$ cat src/rtl/tamagotchi_pkg.sv
// Shared button indices, default timing constants and the fixed-priority event
// arbiter used by the tamagotchi button conditioner and tamagotchi_fsm.
package tamagotchi_pkg;

    localparam int unsigned N_BTN         = 5;
    localparam int unsigned BTN_SALUD     = 0;
    localparam int unsigned BTN_ENERGIA   = 1;
    localparam int unsigned BTN_HAMBRE    = 2;
    localparam int unsigned BTN_DIVERSION = 3;
    localparam int unsigned BTN_TEST      = 4;

    localparam int unsigned DEFAULT_DEBOUNCE_CYC = 50000;
    localparam int unsigned DEFAULT_LONG_CYC     = 250000000;

    typedef logic [N_BTN-1:0] btn_vec_t;

    // One-hot grant: salud > hambre > energia > diversion > test.
    function automatic btn_vec_t arb_grant(input btn_vec_t pend);
        btn_vec_t g;
        g = '0;
        if (pend[BTN_SALUD])          g[BTN_SALUD]     = 1'b1;
        else if (pend[BTN_HAMBRE])    g[BTN_HAMBRE]    = 1'b1;
        else if (pend[BTN_ENERGIA])   g[BTN_ENERGIA]   = 1'b1;
        else if (pend[BTN_DIVERSION]) g[BTN_DIVERSION] = 1'b1;
        else if (pend[BTN_TEST])      g[BTN_TEST]      = 1'b1;
        return g;
    endfunction

endpackage

$ cat src/rtl/btn_debounce.sv
// Per-button 2-flop synchronizer, counter debounce and registered rising-edge pulse.
module btn_debounce
    import tamagotchi_pkg::*;
#(
    parameter int unsigned DEBOUNCE_CYC = DEFAULT_DEBOUNCE_CYC
) (
    input  logic clk,
    input  logic rst_n,
    input  logic raw_i,
    output logic level_o,
    output logic rise_o
);

    localparam int unsigned   CW       = $clog2(DEBOUNCE_CYC);
    localparam logic [CW-1:0] CNT_LAST = CW'(DEBOUNCE_CYC - 1);

    logic          sync1_q, sync1_d;
    logic          sync2_q, sync2_d;
    logic          stable_q, stable_d;
    logic          prev_q, prev_d;
    logic          rise_q, rise_d;
    logic [CW-1:0] cnt_q, cnt_d;

    // Level flips only after DEBOUNCE_CYC consecutive differing samples.
    always_comb begin
        sync1_d  = raw_i;
        sync2_d  = sync1_q;
        stable_d = stable_q;
        cnt_d    = '0;
        prev_d   = stable_q;
        rise_d   = stable_q & ~prev_q;
        if (sync2_q != stable_q) begin
            if (cnt_q == CNT_LAST) begin
                stable_d = ~stable_q;
            end else begin
                cnt_d = cnt_q + 1'b1;
            end
        end
    end

    always_ff @(posedge clk) begin
        if (!rst_n) begin
            sync1_q  <= 1'b0;
            sync2_q  <= 1'b0;
            stable_q <= 1'b0;
            prev_q   <= 1'b0;
            rise_q   <= 1'b0;
            cnt_q    <= '0;
        end else begin
            sync1_q  <= sync1_d;
            sync2_q  <= sync2_d;
            stable_q <= stable_d;
            prev_q   <= prev_d;
            rise_q   <= rise_d;
            cnt_q    <= cnt_d;
        end
    end

    assign level_o = stable_q;
    assign rise_o  = rise_q;

endmodule

$ cat src/rtl/tamagotchi_btn_cond.sv
// Button conditioner: debounced levels plus one-event-per-cycle arbitration.
// Define TAMAGOTCHI_LONGPRESS_EN to make btn_test a long-press (LONG_CYC) button.
module tamagotchi_btn_cond
    import tamagotchi_pkg::*;
#(
    parameter int unsigned DEBOUNCE_CYC = DEFAULT_DEBOUNCE_CYC,
    parameter int unsigned LONG_CYC     = DEFAULT_LONG_CYC
) (
    input  logic       clk,
    input  logic       btn_reset,
    input  logic       btn_salud,
    input  logic       btn_energia,
    input  logic       btn_hambre,
    input  logic       btn_diversion,
    input  logic       btn_test,
    output logic       evt_salud,
    output logic       evt_energia,
    output logic       evt_hambre,
    output logic       evt_diversion,
    output logic       evt_test,
    output logic [4:0] btn_level
);

    if (DEBOUNCE_CYC < 2 || LONG_CYC < 1) begin : g_param_check
        $error("tamagotchi_btn_cond: DEBOUNCE_CYC must be >= 2 and LONG_CYC >= 1");
    end

    btn_vec_t raw;
    btn_vec_t level;
    btn_vec_t rise;
    btn_vec_t set_v;
    btn_vec_t grant;
    btn_vec_t pend_q, pend_d;
    btn_vec_t evt_q, evt_d;

    assign raw = {btn_test, btn_diversion, btn_hambre, btn_energia, btn_salud};

    for (genvar i = 0; i < N_BTN; i++) begin : g_btn
        btn_debounce #(
            .DEBOUNCE_CYC(DEBOUNCE_CYC)
        ) u_debounce (
            .clk    (clk),
            .rst_n  (btn_reset),
            .raw_i  (raw[i]),
            .level_o(level[i]),
            .rise_o (rise[i])
        );
    end

`ifdef TAMAGOTCHI_LONGPRESS_EN
    localparam int unsigned   LW        = $clog2(LONG_CYC + 1);
    localparam logic [LW-1:0] LONG_TERM = LW'(LONG_CYC);
    localparam logic [LW-1:0] LONG_LAST = LW'(LONG_CYC - 1);

    logic [LW-1:0] long_cnt_q, long_cnt_d;
    logic          long_hit;

    // Saturating hold counter; the hit fires only on the step into LONG_CYC.
    always_comb begin
        long_cnt_d = long_cnt_q;
        long_hit   = 1'b0;
        if (!level[BTN_TEST]) begin
            long_cnt_d = '0;
        end else if (long_cnt_q != LONG_TERM) begin
            long_cnt_d = long_cnt_q + 1'b1;
            long_hit   = (long_cnt_q == LONG_LAST);
        end
    end

    always_ff @(posedge clk) begin
        if (!btn_reset) begin
            long_cnt_q <= '0;
        end else begin
            long_cnt_q <= long_cnt_d;
        end
    end

    always_comb begin
        set_v           = rise & ~(btn_vec_t'(1) << BTN_TEST);
        set_v[BTN_TEST] = long_hit;
    end
`else
    assign set_v = rise;
`endif

    // A rise on an already-pending button folds into that flag.
    always_comb begin
        grant  = arb_grant(pend_q);
        pend_d = (pend_q | set_v) & ~grant;
        evt_d  = grant;
    end

    always_ff @(posedge clk) begin
        if (!btn_reset) begin
            pend_q <= '0;
            evt_q  <= '0;
        end else begin
            pend_q <= pend_d;
            evt_q  <= evt_d;
        end
    end

    assign evt_salud     = evt_q[BTN_SALUD];
    assign evt_energia   = evt_q[BTN_ENERGIA];
    assign evt_hambre    = evt_q[BTN_HAMBRE];
    assign evt_diversion = evt_q[BTN_DIVERSION];
    assign evt_test      = evt_q[BTN_TEST];
    assign btn_level     = level;

endmodule

$ cat config.mk
export PLATFORM = sky130hd
export DESIGN_NAME = tamagotchi_btn_cond
export DESIGN_NICKNAME = d
export VERILOG_FILES = /design/src/rtl/tamagotchi_pkg.sv /design/src/rtl/btn_debounce.sv /design/src/rtl/tamagotchi_btn_cond.sv
export SDC_FILE = /design/constraint.sdc
export NUM_CORES = 1
export LEC_CHECK = 0
export ABC_AREA = 1
export BUFFER_PORTS_ARGS = -buffer_cell sky130_fd_sc_hd__buf_2
export CORE_UTILIZATION = 40
export CTS_CLUSTER_DIAMETER = 100
export DETAILED_ROUTE_END_ITERATION = 16
export GPL_ROUTABILITY_DRIVEN = 1
export GPL_TIMING_DRIVEN = 0
export PLACE_DENSITY_LB_ADDON = 0.2
export SLEW_MARGIN = 40
export SYNTH_ARGS = -nofsm -noshare
export SYNTH_HDL_FRONTEND = slang
export SYNTH_SLANG_ARGS = --single-unit
$ cat constraint.sdc
create_clock -name clk -period 2.14 [get_ports clk]
set_input_delay 0.428 -clock clk [delete_from_list [all_inputs] [get_ports clk]]
set_output_delay 0.428 -clock clk [all_outputs]
set_load 0.05 [all_outputs]
## Word level (Yosys, flattened, before mapping)

Cells that the tools add are included.

- Add/subtract/negate cells: 5
- Equality and inequality tests: 10
- Mux-type cells: 10
- Bitwise operators: 24
- Reduce and logical (&&, ||, !) cells: 10

Operator list:

| operator | count |
|---|---|
| 16-bit by 1-bit adder with 16-bit output, second input constant | 5 |
| 16-bit == test, second input constant | 5 |
| 1-bit inverter | 16 |
| 3-bit OR reduction | 5 |
| 2-bit AND reduction | 5 |
| 1-bit two-way mux | 7 |
| 1-bit bitwise AND | 5 |
| 5-bit bitwise AND | 1 |
| 1-bit inequality test | 5 |
| 5-bit inverter | 1 |
| 5-bit bitwise OR | 1 |
| 2-bit two-way mux | 2 |
| 4-bit two-way mux | 1 |

- Flip-flop bits (word level): 115
- Bits of input ports: 7

## Logic depth before layout (Yosys ltp)

- Word-level depth: 7
- Gate-level depth with buffers: 8
- Gate-level depth less buffers: 8

## By module

A second synthesis with hierarchy kept.

- Cell total of the unflattened synthesis: 739
- Area, all modules: 5310.1 µm²

By module, submodules not included:

| module | times used | cells each | area an instance (µm²) | seq. area each (µm²) |
|---|---|---|---|---|
| btn_debounce | 5 | 140 | 993.5 | 420.4 |
| tamagotchi_btn_cond | 1 | 39 | 342.8 | 200.2 |

## Least setup slack after synthesis

OpenSTA, ideal clock, no wires.

- Path type: reg2reg
- Start point: reg g_btn[1].u_debounce.cnt_q[0]
- End point: reg g_btn[1].u_debounce.cnt_q[5]
- Data arrival time: 1182 ps
- Data required time: 2024 ps
- Path slack: 842 ps
- Cell stages (with the launch flop): 8
- Path buffers: 1
- Clock period less this slack: 1298 ps
- Path through: dfxtp_1 ha_1 nand3_2 nor2_2 nand3_1 nand2_4 buf_12 nor2_1

- Cells in the longest elaborated chain, start to end: 2

RTL lines:

| item | RTL line | text |
|---|---|---|
| from (decl) | btn_debounce.sv:22 | `logic [CW-1:0] cnt_q, cnt_d;` |
| from (signal assigned) | btn_debounce.sv:55 | `cnt_q <= cnt_d;` |
| parallel branches: the longest is 2 deep, another holds 16-bit by 1-bit adder with 16-bit output | -- |  |

Several ways; the timed one is not identified.
A chain may end at the register's enable or synchronous reset.

## Final worst setup path

- Start point: reg g_btn[3].u_debounce.stable_q
- End point: out btn_level[3]

RTL lines:

| item | RTL line | text |
|---|---|---|
| from (decl) | btn_debounce.sv:19 | `logic stable_q, stable_d;` |
| from (signal assigned) | btn_debounce.sv:52 | `stable_q <= stable_d;` |
| to (decl) | tamagotchi_btn_cond.sv:21 | `output logic [4:0] btn_level` |

No word-level cell between the ends.

==> summary.md <==
| Metric | Value |
|---|---|
| Final instance area | 6190 µm² |
| DIE HEIGHT | 117 µm |
| Mean Syn Cell Area | 7.25 µm² |
| Diodes inserted | 0 |
| # fillers | 1,239 |
| Die Wd | around 120 µm |
| Placed Area | 5600 µm² |
| Vias per cell | 4.61 |
| Worst Tran Pin Value | 0.530 ns |
| Max Root-Sink Buffers | 2 |
| WL per Instance | 10.7 µm |
| I/O pins | 17 |
| Final Hold Fails | 0 |
| CTS buffer count | 17 |
| Combinational power share | 1.2% |
| Top FF cell, synth | dfxtp_1 |
| Hpwl dp | between 7000 and 8000 µm |
| I/O Buffers | 15 |
| Max Cap Viol | 0 |
| Total track usage | 16.9% |
| EDFF count, synth | 0 |
| Max VDD drop | 0.486 mV |
| Worst Path Arrival | about 1.2 ns |
| Internal Pwr Total | 4.11 mW |
| Initial antenna violation count | 0 |
| Min Tclk post-route | ~1.6 ns |
| Net Sw Frac | 18.5% |
| RePlAce Congestion | approximately 0.8 |
| Fin Clk Skew | 0.00469 ns |
| TNS Setup | 0 ns |
| Clk pin slew, worst setup/hold paths | 0.05 ns |
| Post-DRT Antenna Nets | 0 |
| Mapped Area | 5310 µm² |
| Setup CP Type | register to primary output |
| Clk sinks | 115 |
| Syn-to-layout area delta | 16.6% |
| Initial core utilization | 41.6% |
| Core Box Area | 12,800 µm² |
| Final wirelength | about 10,000 µm |
| Endpoints failing setup | 0 |
| Core Rows | 41 |
| Hold Path Class | input pin to register |
| Power density cells | 814 nW/µm² |
| Skew-Pair Late Insertion Delay | slightly above 0.4 ns |
| Psw | 0.931 mW |
| Layout cell share with drive strength beyond 1 | about an eighth |
| DR iter-0 viols | 208 |
| Startpoint Class | register |
| Sequential area share after synthesis | ~43% |
| Post-CTS Hold Fix Bufs | 0 |
| Power share of the clock group | roughly 56% |
| Critical-path maximum fanout | 5 |
| Die area | 13,700 µm² |
| Global-route wire length before repair | 18,100 µm |
| RSZ-0062 raised after global routing | false |
| Leak | between 2 and 2.5 nW |
| Vias in the first global route | 4,204 |
| Setup crit end kind | primary output |
| Warnings from Yosys | 0 |
| Final slew viol count | 0 |
| Gate Count Post-Synth | 732 |
| Critical Path RT | 1.71 ns |
| Rel. slew slack | 64.6% |
| Fmax | 0.613 GHz |
| Mapped Nets | 745 |
| Layout Nets | 779 |
| Status | completed |
| FF+latch count, synth | 115 |
| GRT overflow | 0 |
| Async set-reset flop share out of synthesis | 0% |
| Post CTS Setup Buffer Count | 0 |
| Netlist cell types | 34 |
| Largest net degree at the start of global routing | 17 |
| Sequential share of power | 42.9% |
| Number of H-tree levels | 4 |
| Tcrit/Tclk final | 76.2% |
| CTS tree | done |
| DRC Markers | 0 |
| Via Count | 4,366 |
| Root Driver | clkbuf_16 |
| Drt pass-1 iters | 6 |
| CTS resizes | 0 |
## synthesized netlist by cell type (2+ instances only)
master	count	area share [%]
nor2_1	147	10
nand2_1	161	11
a21oi_2	7	1.2
nand3_1	49	4.6
nor2_2	14	1.6
nand2_4	3	0.64
or2_0	2	0.24
nand2_2	9	1.1
or2_2	3	0.35
inv_1	81	5.7
dfxtp_1	115	43
nand3_2	4	0.75
nand4_1	21	2.5
nor3_1	3	0.28
xnor2_1	16	2.6
buf_6	4	0.85
buf_4	6	0.85
inv_2	2	0.14
o21ai_0	10	0.94
clkbuf_1	2	0.14
a21oi_1	33	3.1
nand3b_1	3	0.42
ha_1	6	1.4
nor2_4	4	0.85
xor2_1	17	2.8
o21bai_1	2	0.28
## worst paths after layout
| check | start | to | slack (ns) | cells after the start |
|---|---|---|---|---|
| setup / recovery | g_btn[3].u_debounce.level_o$_SDFFE_PN0P_ | btn_level[3] | 0.51 | 2 |
| hold / removal | btn_salud | g_btn[0].u_debounce.sync1_q$_SDFF_PN0_ | 0.20 | 3 |
| setup reg to reg | g_btn[2].u_debounce.cnt_q[0]$_SDFF_PP0_ | g_btn[2].u_debounce.cnt_q[12]$_SDFF_PP0_ | 0.65 | 7 |
| hold reg to reg | g_btn[3].u_debounce.prev_q$_SDFF_PN0_ | g_btn[3].u_debounce.rise_o$_SDFF_PN0_ | 0.38 | 1 |
## sequential cells by signal (all words and copies together), names as in the netlist
register / cells
pend_q: 5
g_btn.u_debounce.sync1_q: 5
evt_q: 5
g_btn.u_debounce.cnt_q: 80
g_btn.u_debounce.level_o: 5
g_btn.u_debounce.rise_o: 5
g_btn.u_debounce.prev_q: 5
g_btn.u_debounce.sync2_q: 5
## logic make-up after synthesis
logic type	count (synthesis)	share of synthesized area (%)
AND/OR/NAND/NOR	426	35.7
AO/OA/AOI/OAI	54	5.80
adder cells (fa/ha/maj)	6	1.41
buffers and inverters	98	8.30
flip-flops	115	43.4
XOR/XNOR	33	5.44
## layout make-up
type	instances	area [µm²]	share of cell area, %
Tap cell	172	215	3.48
Inverter	84	318	5.13
Clock inverter	5	100	1.62
Buffer	14	123	1.98
Clock buffer	24	492	7.94
Sequential cell	115	2300	37.2
Multi-Input combinational cell	519	2570	41.5
Timing Repair Buffer	15	75.1	1.21
## cell usage in the layout (no fill, tap or decap), types with 3 or more instances in the layout
cell type and n:
nor2_4 4, xnor2_1 16, xor2_1 17, bufinv_16 3, buf_6 4, clkbuf_1 5, a21oi_1 33, nand4_1 21
nand2_4 3, nand3_1 49, nand3_2 4, nor2_2 14, ha_1 6, buf_2 16, or2_2 3, o21ai_0 10
nand3b_1 3, dfxtp_1 115, nor2_1 147, nand2_2 9, clkbuf_8 4, buf_4 6, nand2_1 161, clkbuf_16 17
nor3_1 3, inv_1 81, a21oi_2 7
## critical path, stage by stage (launching register included)
cell and delay (ns):
dfxtp_1 0.40, buf_4 0.15, buf_2 0.25
## power by group through the flow
stage	registers [mW]	logic, mW	clock network (mW)
global route	2.16	0.0700	2.97
detailed placement	2.21	0.0614	0
floorplan	2.20	0.0442	0
finish	2.16	0.0607	2.81
global placement	2.21	0.0615	0
CTS	2.16	0.0617	2.87
## metal layers
metal	vias up	global-route usage (%)	wire, µm
met5	-	0	0
met4	0	7.59	161
met3	16	4.99	402
met2	67	27.4	4580
met1	1923	20.8	4970
li1	2360	-	-
## stage by stage
stage               utilization [%]  hold WS, ns  setup slack, ns  cells  power, mW
detailed placement             43.8        0.372            0.646    919       2.27
global route                   48.5        0.205            0.440    948       5.21
global placement               43.8        0.373            0.685    919       2.27
CTS                            48.5        0.190            0.485    948       5.10
finish                         48.5        0.203            0.509    948       5.04
floorplan                         -        0.368            0.842    732       2.25
Power figures use the tool's default switching activity.
